`src/rtl/mmio_uart_tx.sv`:
```
// mmio_uart_tx
// Snoops the core's data-store bus, captures byte stores to TX_ADDR into a
// small circular FIFO and serialises them on txd as 8N1 frames.
// Stores that arrive while the FIFO is full are counted as drops.

module mmio_uart_tx #(
    parameter logic [31:0] TX_ADDR      = 32'h8000_0000,
    parameter int          CLKS_PER_BIT = 16,
    parameter int          DEPTH_LOG2   = 3
) (
    input  logic        clk,
    input  logic        reset,
    input  logic        memwrite,
    input  logic [31:0] dataadr,
    input  logic [31:0] writedata,
    output logic        txd,
    output logic        busy,
    output logic        fifo_full,
    output logic        overflow,
    output logic [7:0]  drop_cnt
);

    localparam int DEPTH  = 1 << DEPTH_LOG2;
    localparam int CNT_W  = DEPTH_LOG2 + 1;
    localparam int BAUD_W = (CLKS_PER_BIT > 1) ? $clog2(CLKS_PER_BIT) : 1;

    localparam logic [BAUD_W-1:0] BAUD_LAST  = BAUD_W'(CLKS_PER_BIT - 1);
    localparam logic [CNT_W-1:0]  COUNT_FULL = CNT_W'(DEPTH);

    typedef enum logic [1:0] {
        IDLE  = 2'd0,
        START = 2'd1,
        DATA  = 2'd2,
        STOP  = 2'd3
    } tx_state_t;

    // Transmitter state
    tx_state_t             state_reg;
    logic [BAUD_W-1:0]     baud_reg;
    logic [2:0]            bit_idx_reg;
    logic [7:0]            shift_reg;
    logic                  txd_reg;

    // FIFO storage and bookkeeping
    logic [7:0]            mem [DEPTH];
    logic [DEPTH_LOG2-1:0] wr_ptr_reg;
    logic [DEPTH_LOG2-1:0] rd_ptr_reg;
    logic [CNT_W-1:0]      count_reg;

    // Drop accounting
    logic                  overflow_reg;
    logic [7:0]            drop_cnt_reg;

    // Decoded handshakes
    logic                  push_req;
    logic                  fifo_empty;
    logic                  full_now;
    logic                  push_ok;
    logic                  push_drop;
    logic                  baud_done;
    logic                  pop;

    // Only the low byte of a store is transmitted; the rest is ignored.
    logic                  unused_writedata_hi;
    assign unused_writedata_hi = ^writedata[31:8];

    assign push_req   = memwrite && (dataadr == TX_ADDR);
    assign fifo_empty = (count_reg == '0);
    assign full_now   = (count_reg == COUNT_FULL);
    // The full test uses occupancy before the edge, so a pop on the same
    // edge does not make room for a store that arrives while full.
    assign push_ok    = push_req && !full_now;
    assign push_drop  = push_req && full_now;
    assign baud_done  = (baud_reg == BAUD_LAST);
    // The head is taken either from idle or at the very end of a stop bit,
    // which gives back-to-back frames with no idle gap.
    assign pop        = !fifo_empty &&
                        ((state_reg == IDLE) || ((state_reg == STOP) && baud_done));

    // FIFO data array: write-only here, read by the transmitter into its shift register.
    always_ff @(posedge clk) begin
        if (push_ok) begin
            mem[wr_ptr_reg] <= writedata[7:0];
        end
    end

    // FIFO pointers and occupancy; pointers wrap naturally at the depth.
    always_ff @(posedge clk or posedge reset) begin
        if (reset) begin
            wr_ptr_reg <= '0;
            rd_ptr_reg <= '0;
            count_reg  <= '0;
        end else begin
            if (push_ok) begin
                wr_ptr_reg <= wr_ptr_reg + 1'b1;
            end
            if (pop) begin
                rd_ptr_reg <= rd_ptr_reg + 1'b1;
            end
            case ({push_ok, pop})
                2'b10:   count_reg <= count_reg + 1'b1;
                2'b01:   count_reg <= count_reg - 1'b1;
                default: count_reg <= count_reg;
            endcase
        end
    end

    // Sticky overflow flag and saturating drop counter.
    always_ff @(posedge clk or posedge reset) begin
        if (reset) begin
            overflow_reg <= 1'b0;
            drop_cnt_reg <= 8'd0;
        end else if (push_drop) begin
            overflow_reg <= 1'b1;
            if (drop_cnt_reg != 8'hFF) begin
                drop_cnt_reg <= drop_cnt_reg + 8'd1;
            end
        end
    end

    // 8N1 frame sequencer; txd is a register updated on each bit boundary.
    always_ff @(posedge clk or posedge reset) begin
        if (reset) begin
            state_reg   <= IDLE;
            baud_reg    <= '0;
            bit_idx_reg <= 3'd0;
            shift_reg   <= 8'd0;
            txd_reg     <= 1'b1;
        end else begin
            case (state_reg)
                IDLE: begin
                    txd_reg <= 1'b1;
                    if (pop) begin
                        shift_reg <= mem[rd_ptr_reg];
                        baud_reg  <= '0;
                        txd_reg   <= 1'b0;
                        state_reg <= START;
                    end
                end
                START: begin
                    if (baud_done) begin
                        baud_reg    <= '0;
                        bit_idx_reg <= 3'd0;
                        txd_reg     <= shift_reg[0];
                        state_reg   <= DATA;
                    end else begin
                        baud_reg <= baud_reg + 1'b1;
                    end
                end
                DATA: begin
                    if (baud_done) begin
                        baud_reg  <= '0;
                        shift_reg <= {1'b0, shift_reg[7:1]};
                        if (bit_idx_reg == 3'd7) begin
                            txd_reg   <= 1'b1;
                            state_reg <= STOP;
                        end else begin
                            // Next bit is the one about to shift into position 0.
                            txd_reg     <= shift_reg[1];
                            bit_idx_reg <= bit_idx_reg + 3'd1;
                        end
                    end else begin
                        baud_reg <= baud_reg + 1'b1;
                    end
                end
                STOP: begin
                    if (baud_done) begin
                        baud_reg <= '0;
                        if (pop) begin
                            shift_reg <= mem[rd_ptr_reg];
                            txd_reg   <= 1'b0;
                            state_reg <= START;
                        end else begin
                            state_reg <= IDLE;
                        end
                    end else begin
                        baud_reg <= baud_reg + 1'b1;
                    end
                end
                default: begin
                    baud_reg  <= '0;
                    txd_reg   <= 1'b1;
                    state_reg <= IDLE;
                end
            endcase
        end
    end

    assign txd       = txd_reg;
    assign busy      = (state_reg != IDLE) || !fifo_empty;
    assign fifo_full = full_now;
    assign overflow  = overflow_reg;
    assign drop_cnt  = drop_cnt_reg;

endmodule

```
`config.mk`:
```
export PLATFORM = sky130hd
export DESIGN_NAME = mmio_uart_tx
export DESIGN_NICKNAME = d
export VERILOG_FILES = /design/src/rtl/mmio_uart_tx.sv
export SDC_FILE = /design/constraint.sdc
export NUM_CORES = 1
export LEC_CHECK = 0
export BUFFER_PORTS_ARGS = -buffer_cell sky130_fd_sc_hd__buf_2
export CORE_AREA = 3 3 102 85
export CTS_CLUSTER_DIAMETER = 100
export CTS_CLUSTER_SIZE = 10
export DETAILED_ROUTE_END_ITERATION = 10
export DIE_AREA = 0 0 105 88
export GPL_ROUTABILITY_DRIVEN = 1
export HOLD_SLACK_MARGIN = 0.08
export PLACE_DENSITY = 0.83
export SLEW_MARGIN = 10
export SYNTH_ARGS = -nofsm -noshare
export SYNTH_HDL_FRONTEND = slang
export SYNTH_SLANG_ARGS = --single-unit
export TNS_END_PERCENT = 1
```
`constraint.sdc`:
```
create_clock -name clk -period 6.6 [get_ports clk]
set_clock_uncertainty 0.2 [all_clocks]
set_input_delay 0.33 -clock clk [delete_from_list [all_inputs] [get_ports clk]]
set_output_delay 0.33 -clock clk [all_outputs]
set_load 0.05 [all_outputs]
```
==> metrics.txt, run 1 <==
status complete, no violations; max reg flops 64; Post-synth EDFFs 64; die width 105 um; Least-Margin Pin Slew 1.171 ns; final worst-path cycle share 44.29%; Initial Util 59.27%; Routed WL per cell 16.41 um; largest net degree at the start of global routing 38; sequential share of the synthesized area 61.91%; final RePlAce weighted congestion 0.7806; Final Hold Fails 0; CTS tree yes; Crit. End Element flop; Die H 88 um; Yosys reg bits 101; final core occ 67.55%; total power 1.109 mW; Vias per Instance 5.574; Synth Area per Inst 14.20 um^2; Detail Placement HPWL 5643 um; drt first-iter violations 216; synthesized cell area 4602 um^2; clk_lat worst skew 0.36 ns; number of distinct library cells after synthesis 51; gr busiest metal met2; maxcap violations 0; Fin Setup TNS 0 ns; fmax 0.3421 GHz; Root Driver clkbuf_8; switching power 251.4 uW; met1 global-route usage 24.74%; commonest non-fill, non-tap cell in the layout edfxtp_1; DRT Pass-1 Iters 4; CTS Buf Count 9; final setup violation count 0; Main synth FF type edfxtp_1; Peak VDD IR 231.1 uV; ys async rst share 36.63%; Clock Tree Buf Depth 2; # DRC 0; most frequent cells in the layout edfxtp_1, buf_2, nand2_1; Nets 468; Post-DRT Antenna Nets 0; cts repair resizes 0; GRT Total Usage 19.19%; Critical Path Source Type flop; hold crit path type in2reg; share of layout cells above drive strength 1 27.30%; Sink Count 101; die area 9240 um^2; total gr overflow 0; Synthesized Nets 405; CP max stage delay 0.40 ns; RSZ-0062 raised after global routing false; met3 Usage GRT 5.158%; fin crit period 2.923 ns; clock share of power 32.9%; Flop pwr share 63.3%; cells along the critical path ha_1 > and3_1 > a21oi_1 > nor2_1 > ha_1 > xor2_1 > ha_1 > a21oi_1 > xor2_1 > nor2_1 > xor2_1; met2 usage 32.85%; crit-path max FO 9; antenna violations before repair 0; Pint 857.9 uW; combinational power share 3.8%; final count of pins violating max slew 0; final wirelength 8203 um; I/O pins 79; CP arrival 2.97 ns; I/O Buffers 54; Sw Ratio 22.66%; Reg clk slew, reported paths 0.10 ns; Cells after Synth 324; critical path's slowest cell dfrtp_1; pwr dens 211.5 nW/um^2; H-tree depth 3; crit path kind reg2reg; Core ar. 7765 um^2; synth-to-layout area growth 13.97%; Slew HR 21.74%; # diodes 0; first-pass GRT wire length 13,540 um; leakage power 2.091 nW; Rows 29; via count 2,787; # fillers 572; WP data required 6.65 ns; number of global-route vias before repair 2,785; Synthesis Warnings 0
kinds of logic (layout without fill, tap and decap cells):
kind of cell	count (synthesis)	count (layout)	share of synthesized area [%]
DFF	101	101	61.91
and+or+nand+nor	98	98	12.34
muxes	29	29	10.60
AOI/OAI and AO/OA	44	44	6.090
adders and majority gates	14	14	3.806
buffers and inverters	22	90	2.202
xor gates and xnor gates	16	16	3.045
through the flow:
step	cell area (um^2)	hold slack, ns	worst slack (ns)	instances
2_1_floorplan	4602	0.2289	3.742	324
3_3_place_gp	4962	0.2397	3.453	475
3_5_place_dp	4962	0.2404	3.302	475
4_1_cts	5245	0.2245	3.696	500
5_1_grt	5245	0.2643	3.407	500
6_report	5245	0.2379	3.677	500
final cells by class:
class	count	area (um^2)	area share, %
well taps	108	135.1	2.576
flip-flops and latches	101	2849	54.32
multi-input cells	201	1652	31.49
inverters	7	26.28	0.5010
repair buffers	67	390.4	7.443
clock buffers	9	123.9	2.362
clock inverters	7	68.82	1.312
cell usage after synthesis (all sizes together), types with 8 or more instances:
cell	instances	area [um^2]
ha	14	175.2
a21oi	9	45.04
nor4	8	56.30
edfxtp	64	1922
o21ai	17	85.08
nand2	42	160.2
nor2	10	37.54
xnor2	10	87.58
mux4	15	337.8
mux2i	9	90.09
buf	12	63.81
dfrtp	36	900.9
per-layer routing:
metal  up-vias  share of wire, %  wire, um
met5         -                 0         0
met4         0               1.1        93
met3        11               3.6       298
met2        66                51      4176
met1      1359                44      3634
li1       1351                 -         -
critical path, delay by kind of cell, from the launching register on:
family	cells	cell delay (ns)
adders and majority gates	3	0.75
and+or+nand+nor	3	0.75
DFF	1	0.40
xor gates and xnor gates	3	0.40
AOI/OAI and AO/OA	2	0.33
path summary, 6_finish.rpt:
check                           cells past startpoint            to         from  slack (ns)
worst max-delay path                               11  count_reg[2]  baud_reg[0]        3.68
min in group asynchronous                           4  state_reg[0]        reset        0.40
worst min register to register                      1      overflow     overflow        0.28
worst max register to register                     11  count_reg[2]  baud_reg[0]        3.68
max in group asynchronous                           4           txd        reset        5.43
worst min-delay path                                6   drop_cnt[5]  dataadr[16]        0.24
repair_timing:
| action | in CTS | in global routing |
|---|---|---|
| hold endpoints to repair | 100 | 0 |
| hold buffers | 9 | 0 |
| setup buffers | 0 | 0 |
power by group through the flow:
| stage | Sequential, mW | Combinational [mW] | Clock [mW] |
|---|---|---|---|
| 6_report | 0.702 | 0.0422 | 0.365 |
| 3_5_place_dp | 0.716 | 0.0388 | 0 |
| 3_3_place_gp | 0.715 | 0.0358 | 0 |
| 2_1_floorplan | 0.713 | 0.0175 | 0 |
| 5_1_grt | 0.705 | 0.0505 | 0.402 |
| 4_1_cts | 0.702 | 0.0430 | 0.376 |
Power figures use the tool's default switching activity.
==> run 2, diff against run 1 <==
--- a/config.mk
+++ b/config.mk
@@ -6,14 +6,14 @@
 export NUM_CORES = 1
 export LEC_CHECK = 0
 export BUFFER_PORTS_ARGS = -buffer_cell sky130_fd_sc_hd__buf_2
-export CORE_AREA = 3 3 102 85
+export CORE_AREA = 3 3 106 88
 export CTS_CLUSTER_DIAMETER = 100
 export CTS_CLUSTER_SIZE = 10
 export DETAILED_ROUTE_END_ITERATION = 10
-export DIE_AREA = 0 0 105 88
+export DIE_AREA = 0 0 109 91
 export GPL_ROUTABILITY_DRIVEN = 1
 export HOLD_SLACK_MARGIN = 0.08
-export PLACE_DENSITY = 0.83
+export PLACE_DENSITY = 0.78
 export SLEW_MARGIN = 10
 export SYNTH_ARGS = -nofsm -noshare
 export SYNTH_HDL_FRONTEND = slang
==> constraint.sdc (replaced) <==
create_clock -name clk -period 3.05 [get_ports clk]
set_clock_uncertainty 0.2 [all_clocks]
set_input_delay 0.1525 -clock clk [delete_from_list [all_inputs] [get_ports clk]]
set_output_delay 0.1525 -clock clk [all_outputs]
set_load 0.05 [all_outputs]
==> run 2 against run 1 <==
Compared with the run above: setup slack worse by 3.4 ns; clock power is 120% higher; worst hold slack got worse by 0.055 ns; cell count grew 2.6%; design area rose by 1.3%; combinational power rose by 120%; highest routed layer unchanged; utilization is 4.0 points lower; largest cell class unchanged; register-to-register slack got worse by 3.4 ns; sequential share of layout area down 0.72 points.
==> metrics.txt, run 2 (synthesized netlist as in run 1, its figures left out) <==
clock share of power 33.7% (was 32.9%); met2 usage 30.57% (was 32.85%); final wirelength 8589 um (was 8203 um); met3 Usage GRT 4.549% (was 5.158%); GRT Total Usage 18.97% (was 19.19%); pwr dens 457.8 nW/um^2 (was 211.5 nW/um^2); fmax 0.3662 GHz (was 0.3421 GHz); combinational power share 3.8% (about the same); CTS tree yes (unchanged); most frequent cells in the layout edfxtp_1, buf_2, nand2_1 (unchanged); CTS Buf Count 9 (unchanged); Critical Path Source Type flop (unchanged); met1 global-route usage 24.87% (was 24.74%); leakage power 2.137 nW (was 2.091 nW); fin crit period 2.731 ns (was 2.923 ns); Die H 91 um (was 88 um); Detail Placement HPWL 5727 um (was 5643 um); via count 2,841 (was 2,787); Clock Tree Buf Depth 2 (unchanged); I/O pins 79 (unchanged); Post-DRT Antenna Nets 0 (unchanged); number of global-route vias before repair 2,991 (was 2,785); Vias per Instance 5.538 (was 5.574); sink of the worst hold path drop_cnt[5] (unchanged); Flop pwr share 62.5% (was 63.3%); max reg flops 64 (unchanged); critical path's slowest cell dfrtp_1 (unchanged); share of layout cells above drive strength 1 28.93% (was 27.30%); Routed WL per cell 16.74 um (was 16.41 um); CP arrival 2.79 ns (was 2.97 ns); first-pass GRT wire length 14,350 um (was 13,540 um); I/O Buffers 54 (unchanged); commonest non-fill, non-tap cell in the layout edfxtp_1 (unchanged); crit path kind reg2reg (unchanged); Sw Ratio 23.66% (was 22.66%); Sink Count 101 (unchanged); Final Hold Fails 0 (unchanged); cells along the critical path ha_1 > and3_1 > a21oi_1 > nor2_1 > ha_1 > xor2_1 > ha_1 > a21oi_1 > xor2_1 > nor2_1 > xor2_1 (unchanged); die area 9919 um^2 (was 9240 um^2); Fin Setup TNS 0 ns (unchanged); status complete, no violations (unchanged); total gr overflow 0 (unchanged); RSZ-0062 raised after global routing false (unchanged); Rows 30 (was 29); Crit. End Element flop (unchanged); CP max stage delay 0.42 ns (was 0.40 ns); Reg-to-Reg End count_reg[2] (unchanged); Least-Margin Pin Slew 0.8254 ns (was 1.171 ns); antenna violations before repair 0 (unchanged); R2R Setup Slk 0.32 ns (was 3.68 ns); clk_lat worst skew 0.38 ns (was 0.36 ns); Worst R2R Path Depth 11 (unchanged); H-tree depth 3 (unchanged); final setup violation count 0 (unchanged); final core occ 63.50% (was 67.55%); worst setup path start baud_reg[0] (unchanged); final worst-path cycle share 89.54% (was 44.29%); # diodes 0 (unchanged); maxcap violations 0 (unchanged); Slew HR 44.97% (was 21.74%); WP data required 3.10 ns (was 6.65 ns); die width 109 um (was 105 um); switching power 575.7 uW (was 251.4 uW); gr busiest metal met2 (unchanged); HP Start dataadr[27] (was dataadr[16]); Hold Path Stages 6 (unchanged); # DRC 0 (unchanged); final count of pins violating max slew 0 (unchanged); DRT Pass-1 Iters 4 (unchanged); final RePlAce weighted congestion 0.8093 (was 0.7806); crit-path max FO 5 (was 9); Reg clk slew, reported paths 0.10 ns (about the same); Nets 477 (was 468); post-route cell area 5315 um^2 (was 5245 um^2); Pint 1.857 mW (was 857.9 uW); placed inst area 5035 um^2 (was 4962 um^2); synth-to-layout area growth 15.50% (was 13.97%); reg2reg start baud_reg[0] (unchanged); Root Driver clkbuf_8 (unchanged); hold crit path type in2reg (unchanged); drt first-iter violations 181 (was 216); largest net degree at the start of global routing 38 (unchanged); Peak VDD IR 378.8 uV (was 231.1 uV); Initial Util 54.98% (was 59.27%); Core ar. 8371 um^2 (was 7765 um^2)
-- run 2: cell count changes in the layout (fill, tap and decap cells not counted), sizes merged --
cell | before | now
buf | 58 | 67
clkinv | 5 | 3
inv | 8 | 10
-- run 2: worst max-delay path by stage --
stage | slack (ns) | cells past startpoint | end
CTS | 0.33 | 11 | count_reg[2]
detailed placement | 0.35 | 11 | count_reg[2]
floorplan | 0.19 | 12 | count_reg[2]
finish | 0.32 | 11 | count_reg[2]
global route | 0.16 | 11 | count_reg[2]
global placement | 0.37 | 11 | count_reg[2]
-- run 2: layer usage --
metal	routed length, um	up-vias
met2	4302	70
met4	162	0
met5	0	-
li1	-	1369
met3	371	16
met1	3752	1386
-- run 2: power by group through the flow --
stage          Clock (mW)  Combinational, mW  Sequential [mW]
2_1_floorplan           0             0.0379             1.54
3_3_place_gp            0             0.0770             1.55
3_5_place_dp            0             0.0844             1.55
4_1_cts             0.845             0.0943             1.52
5_1_grt             0.896              0.108             1.53
6_report            0.820             0.0929             1.52
-- run 2: critical path: cells and delay by family, from the launching register on --
family	cells	cell delay, ns
adders and majority gates	3	0.72
AOI/OAI and AO/OA	2	0.40
DFF	1	0.42
xor gates and xnor gates	3	0.46
and+or+nand+nor	3	0.40
-- run 2: final cells by class --
type,instances,area [um^2]
fill,627,3055
clock buffer,9,123.9
sequential,101,2849
timing repair buffer,76,457.9
multi-input combinational,201,1652
inverter,7,26.28
tap,112,140.1
clock inverter,7,66.31
-- run 2: metrics by stage --
step	worst slack, ns	total power [mW]	std cells	hold slack [ns]
final	0.3190	2.433	513	0.1829
after global routing	0.1594	2.530	513	0.2131
after CTS	0.3275	2.459	513	0.1661
after detailed placement	0.3479	1.633	488	0.09369
after global placement	0.3654	1.625	488	0.08459
after floorplan	0.1925	1.580	324	0.05137
-- run 2: what timing repair did --
item,4_1_cts,5_1_grt
hold buffers,9,0
hold endpoints to repair,101,0
resized for setup,0,0
endpoints found under the setup margin,0,0
setup buffers,0,0
